**src/rtl/sig_pipe_hs.sv**
```systemverilog
// Elastic valid/ready delay line: DEPTH register stages with bubble collapse, synchronous flush and occupancy.
// Define SIG_PIPE_SKID_EN to add a one-entry skid register after the last stage (cuts out_rdy -> in_rdy path).
module sig_pipe_hs #(
   parameter int WIDTH = 8,
   parameter int DEPTH = 2,
   localparam int CW = $clog2(DEPTH + 2)
) (
   input  logic             clk,
   input  logic             rstn,
   input  logic             flush,
   input  logic             in_vld,
   output logic             in_rdy,
   input  logic [WIDTH-1:0] in_data,
   output logic             out_vld,
   input  logic             out_rdy,
   output logic [WIDTH-1:0] out_data,
   output logic [CW-1:0]    occ
);

   logic             tail_vld;
   logic [WIDTH-1:0] tail_data;
   logic             tail_rdy;
   logic [CW-1:0]    pipe_cnt;

   generate
      if (DEPTH == 0) begin : g_pass
         // flush masks the passthrough so nothing crosses during the flush cycle
         assign tail_vld  = in_vld & ~flush;
         assign tail_data = in_data;
         assign in_rdy    = tail_rdy & ~flush;
         assign pipe_cnt  = '0;
      end else begin : g_stages
         logic [DEPTH:1]   vld_q;
         logic [WIDTH-1:0] data_q [1:DEPTH];
         logic [DEPTH+1:1] rdy;
         logic [DEPTH-1:0] v_src;
         logic [WIDTH-1:0] d_src [DEPTH];

         always_comb begin
            v_src[0] = in_vld;
            d_src[0] = in_data;
            for (int k = 1; k < DEPTH; k++) begin
               v_src[k] = vld_q[k];
               d_src[k] = data_q[k];
            end
            rdy[DEPTH+1] = tail_rdy;
            for (int k = DEPTH; k >= 1; k--) begin
               rdy[k] = ~vld_q[k] | rdy[k+1];
            end
         end

         // data only loads on a real transfer so idle stages stay quiet
         always_ff @(posedge clk or negedge rstn) begin
            if (!rstn) begin
               vld_q <= '0;
               for (int k = 1; k <= DEPTH; k++) data_q[k] <= '0;
            end else if (flush) begin
               vld_q <= '0;
               for (int k = 1; k <= DEPTH; k++) data_q[k] <= '0;
            end else begin
               for (int k = 1; k <= DEPTH; k++) begin
                  if (rdy[k]) begin
                     vld_q[k] <= v_src[k-1];
                     if (v_src[k-1]) data_q[k] <= d_src[k-1];
                  end
               end
            end
         end

         always_comb begin
            pipe_cnt = '0;
            for (int k = 1; k <= DEPTH; k++) pipe_cnt = pipe_cnt + CW'(vld_q[k]);
         end

         assign tail_vld  = vld_q[DEPTH];
         assign tail_data = data_q[DEPTH];
         assign in_rdy    = rdy[1] & ~flush;
      end
   endgenerate

`ifdef SIG_PIPE_SKID_EN
   logic             skid_vld;
   logic [WIDTH-1:0] skid_data;

   assign tail_rdy = ~skid_vld;

   // skid catches the tail beat on a stall and drains before the tail moves again
   always_ff @(posedge clk or negedge rstn) begin
      if (!rstn) begin
         skid_vld  <= 1'b0;
         skid_data <= '0;
      end else if (flush) begin
         skid_vld  <= 1'b0;
         skid_data <= '0;
      end else if (skid_vld) begin
         if (out_rdy) skid_vld <= 1'b0;
      end else if (tail_vld && !out_rdy) begin
         skid_vld  <= 1'b1;
         skid_data <= tail_data;
      end
   end

   assign out_vld  = skid_vld | tail_vld;
   assign out_data = skid_vld ? skid_data : (tail_vld ? tail_data : '0);
   assign occ      = pipe_cnt + CW'(skid_vld);
`else
   assign tail_rdy = out_rdy;
   assign out_vld  = tail_vld;
   assign out_data = tail_vld ? tail_data : '0;
   assign occ      = pipe_cnt;
`endif

endmodule

```
**config.mk**
```make
export PLATFORM = sky130hd
export DESIGN_NAME = sig_pipe_hs
export DESIGN_NICKNAME = d
export VERILOG_FILES = /design/src/rtl/sig_pipe_hs.sv
export SDC_FILE = /design/constraint.sdc
export NUM_CORES = 1
export LEC_CHECK = 0
export CORE_ASPECT_RATIO = 1.25
export CORE_UTILIZATION = 44
export CTS_BUF_LIST = sky130_fd_sc_hd__clkbuf_4 sky130_fd_sc_hd__clkbuf_8 sky130_fd_sc_hd__clkbuf_16
export DETAILED_ROUTE_END_ITERATION = 16
export MAX_ROUTING_LAYER = met4
export PLACE_DENSITY = 0.87
export SLEW_MARGIN = 30
export SYNTH_ARGS = -nofsm -noshare
export SYNTH_HDL_FRONTEND = slang
export SYNTH_SLANG_ARGS = --single-unit
```
**constraint.sdc**
```tcl
create_clock -name clk -period 1.2 [get_ports clk]
set_input_delay 0.24 -clock clk [delete_from_list [all_inputs] [get_ports clk]]
set_output_delay 0.24 -clock clk [all_outputs]
set_load 0.1 [all_outputs]
```
==> impl_metrics.tcl <==
set metrics [dict create \
    avgRoutedWirePerCell_um 16.7 \
    clock_latency_ns 0.30 \
    vdd_drop_max_uv 901 \
    grt_pass1_wl_um 3350 \
    violations "setup timing" \
    path_clk_slew_ns 0.11 \
    antenna_found_initial 0 \
    nNetsFinal 126 \
    cts_root_buf "clkbuf_4" \
    num_vias 728 \
    dp_slack_ns -0.324 \
    core_um2 1740 \
    syn_inst 73 \
    tightest_slew_ns 0.310 \
    synthDistinctLibCells 17 \
    crit_chain "ha_2, buf_12" \
    max_slew_margin_pct 79.3 \
    rsz0062_at_grt "true" \
    r2r_start "g_stages.vld_q[2]$_DFFE_PN0P_" \
    clock-sinks 18 \
    critPathMaxFanout 7 \
    drive_gt1_share_pct 49.5 \
    finalMaxSlewViolations 0 \
    r2r_end "g_stages.d_src[4]$_DFFE_PN0P_" \
    startpoint_type "flip-flop" \
    row_count 17 \
    grt_max_degree 19 \
    syn-cell-area_um2 817 \
    first_global_vias 736 \
    syn_area_per_cell_um2 11.2 \
    port_buffers 24 \
    synth_common_cells "dfrtp_1 (18), a21oi_1 (11)" \
    start_util_pct 46.8 \
    yosys.area.top_type_share_pct 55.1 \
    wl_um 2170 \
    finalSetupViolCount 29 \
    fin_crit_sh_pct 134 \
    p_leak_nw 0.625 \
    maxCapViolCount 0 \
    drc 0 \
    io_pins 25 \
    fin_skew_ns 0.000721 \
    p_comb_share_pct 22.7 \
    htreeDepth 1 \
    drt-initial-drc-count 6 \
    reg2reg_depth 5 \
    dpl.hpwl_um 1410 \
    crit_start "g_stages.vld_q[2]$_DFFE_PN0P_" \
    hold_ws_ns 0.257 \
    crit_end "occ[0]" \
    p_sw_share_pct 29.1 \
    yosys.area.top_type "dfrtp_1" \
    switchingPower_uw 393 \
    arrival_ns 1.37 \
    crit_type "reg -> out" \
    num_antenna_cells 0 \
    synthMostInstantiatedCell "dfrtp_1" \
    fmax_mhz 621 \
    synth-main-ff-cell "dfrtp_1" \
    multi_input_area_um2 418 \
    power_frac_seq_pct 48.4 \
    path_depth 2 \
    run_status "finished with violations" \
    synth-edff-count 0 \
    ys_seq_area_share_pct 55.1 \
    worst_slack_ns -0.409 \
    powerDensity_nw_per_um2 966 \
    first_pass_iters 4 \
    end_kind "output port" \
    tritoncts "built" \
    grt_usage_pct 25.4 \
    cp_top_family "flip-flops" \
    ys.warnings.count 0 \
    slowest_stage "dfrtp_4" \
    area_growth_pct 71.1 \
    antenna_left 0 \
    hp-class "in -> async" \
    die_area_um2 2030 \
    dieHeight_um 50.2 \
    cts.hold.buffers_added 0 \
    place_congestion 0.734 \
    ys_seq_elements 18 \
    grt-ovfl-total 0 \
    timing_hold_violations_final 0 \
    synth_area_leaders "dfrtp_1 (55%), a22o_1 (8.6%), a21oi_1 (6.7%)" \
    power_frac_clock_pct 28.8 \
    p_int_uw 957 \
    worstPathRequired_ns 0.96 \
    reg2reg_slack_ns -0.16 \
    period_minus_slack_ns 1.61 \
    fillCellCount 101 \
    critPathMaxStageDelay_ns 0.53 \
    seqCellArea_um2 454 \
    clockBufferDepth 2 \
    synthArstFlopShare_pct 100 \
    synth_nets 87 \
    crit_buf_inv 1 \
    avgViaCountPerCell 5.60 \
    cts_inserted_buffers 3 \
    power_mw 1.35 \
    die_w_um 40.5 \
]
-- stage by stage --
stage	utilization, %	instances	area, um^2	TNS (ns)
after global routing	80.1	130	1400	-6.61
final	80.1	130	1400	-5.82
after global placement	73.3	122	1280	-4.64
after detailed placement	73.3	122	1280	-5.15
after floorplan	-	73	847	-5.23
after CTS	78.6	130	1370	-5.10
-- cells in the final DEF, fill, tap and decap left out --
cell	n
inv_2	1
o21ai_4	1
nand2b_4	2
nor3b_4	1
clkdlybuf4s50_1	12
and2b_4	1
o21ai_2	2
a22o_1	8
a21oi_1	6
clkbuf_4	3
and2_2	6
and2_4	2
nand3_1	7
dfrtp_4	1
ha_2	1
buf_4	13
o21ai_1	5
dfrtp_1	17
a21oi_2	5
clkbuf_8	1
nand3_2	1
nand3b_4	1
a21oi_4	1
inv_1	1
buf_12	12
-- cells by family after synthesis --
group | after synthesis | share of synthesized area (%)
compound gates | 28 | 21.3
fa+ha+maj | 1 | 1.53
buf+inv | 6 | 3.98
flops | 18 | 55.1
simple gates | 20 | 18.1
-- sequential cells by signal, summed over array words and instances (netlist names) --
signal,flops
tail_data,8
g_stages.vld_q,2
g_stages.d_src,8
-- what timing repair did --
| action | in CTS | in global routing |
|---|---|---|
| gates resized for setup | 7 | 6 |
| gates cloned | 1 | 0 |
| pin swaps | 7 | 2 |
| endpoints found under the setup margin | 28 | 29 |
| buffers inserted | 4 | 0 |
-- metal layers --
| layer | part of all wire, % | global-route usage (%) | vias to the layer above |
|---|---|---|---|
| li1 | - | - | 342 |
| met1 | 41 | 29.4 | 358 |
| met2 | 53 | 41.3 | 23 |
| met3 | 2.9 | 1.33 | 5 |
| met4 | 2.8 | 15.0 | 0 |
| met5 | 0 | - | - |
-- power by group through the flow --
stage          Combinational [mW]  Clock, mW  Sequential, mW
6_report                    0.307      0.389           0.654
3_5_place_dp                0.280          0           0.665
4_1_cts                     0.299      0.381           0.652
5_1_grt                     0.325      0.404           0.656
2_1_floorplan               0.140          0           0.672
3_3_place_gp                0.273          0           0.664
-- worst min-delay path by stage --
stage | cells after the start | slack (ns) | start | end
CTS | 2 | 0.26 | rstn | g_stages.vld_q[1]$_DFFE_PN0P_
global route | 2 | 0.29 | rstn | g_stages.vld_q[1]$_DFFE_PN0P_
floorplan | 0 | -0.06 | rstn | g_stages.d_src[0]$_DFFE_PN0P_
global placement | 1 | 0.48 | g_stages.d_src[1]$_DFFE_PN0P_ | g_stages.d_src[1]$_DFFE_PN0P_
detailed placement | 1 | 0.48 | g_stages.d_src[1]$_DFFE_PN0P_ | g_stages.d_src[1]$_DFFE_PN0P_
finish | 2 | 0.26 | rstn | g_stages.vld_q[1]$_DFFE_PN0P_
-- final cells by class --
| type | instances | area share (%) |
|---|---|---|
| timing repair buffer | 37 | 32.8 |
| sequential | 18 | 32.5 |
| multi-input combinational | 50 | 29.9 |
| clock buffer | 4 | 2.60 |
| tap | 19 | 1.70 |
| inverter | 2 | 0.537 |
Power figures use the tool's default switching activity.
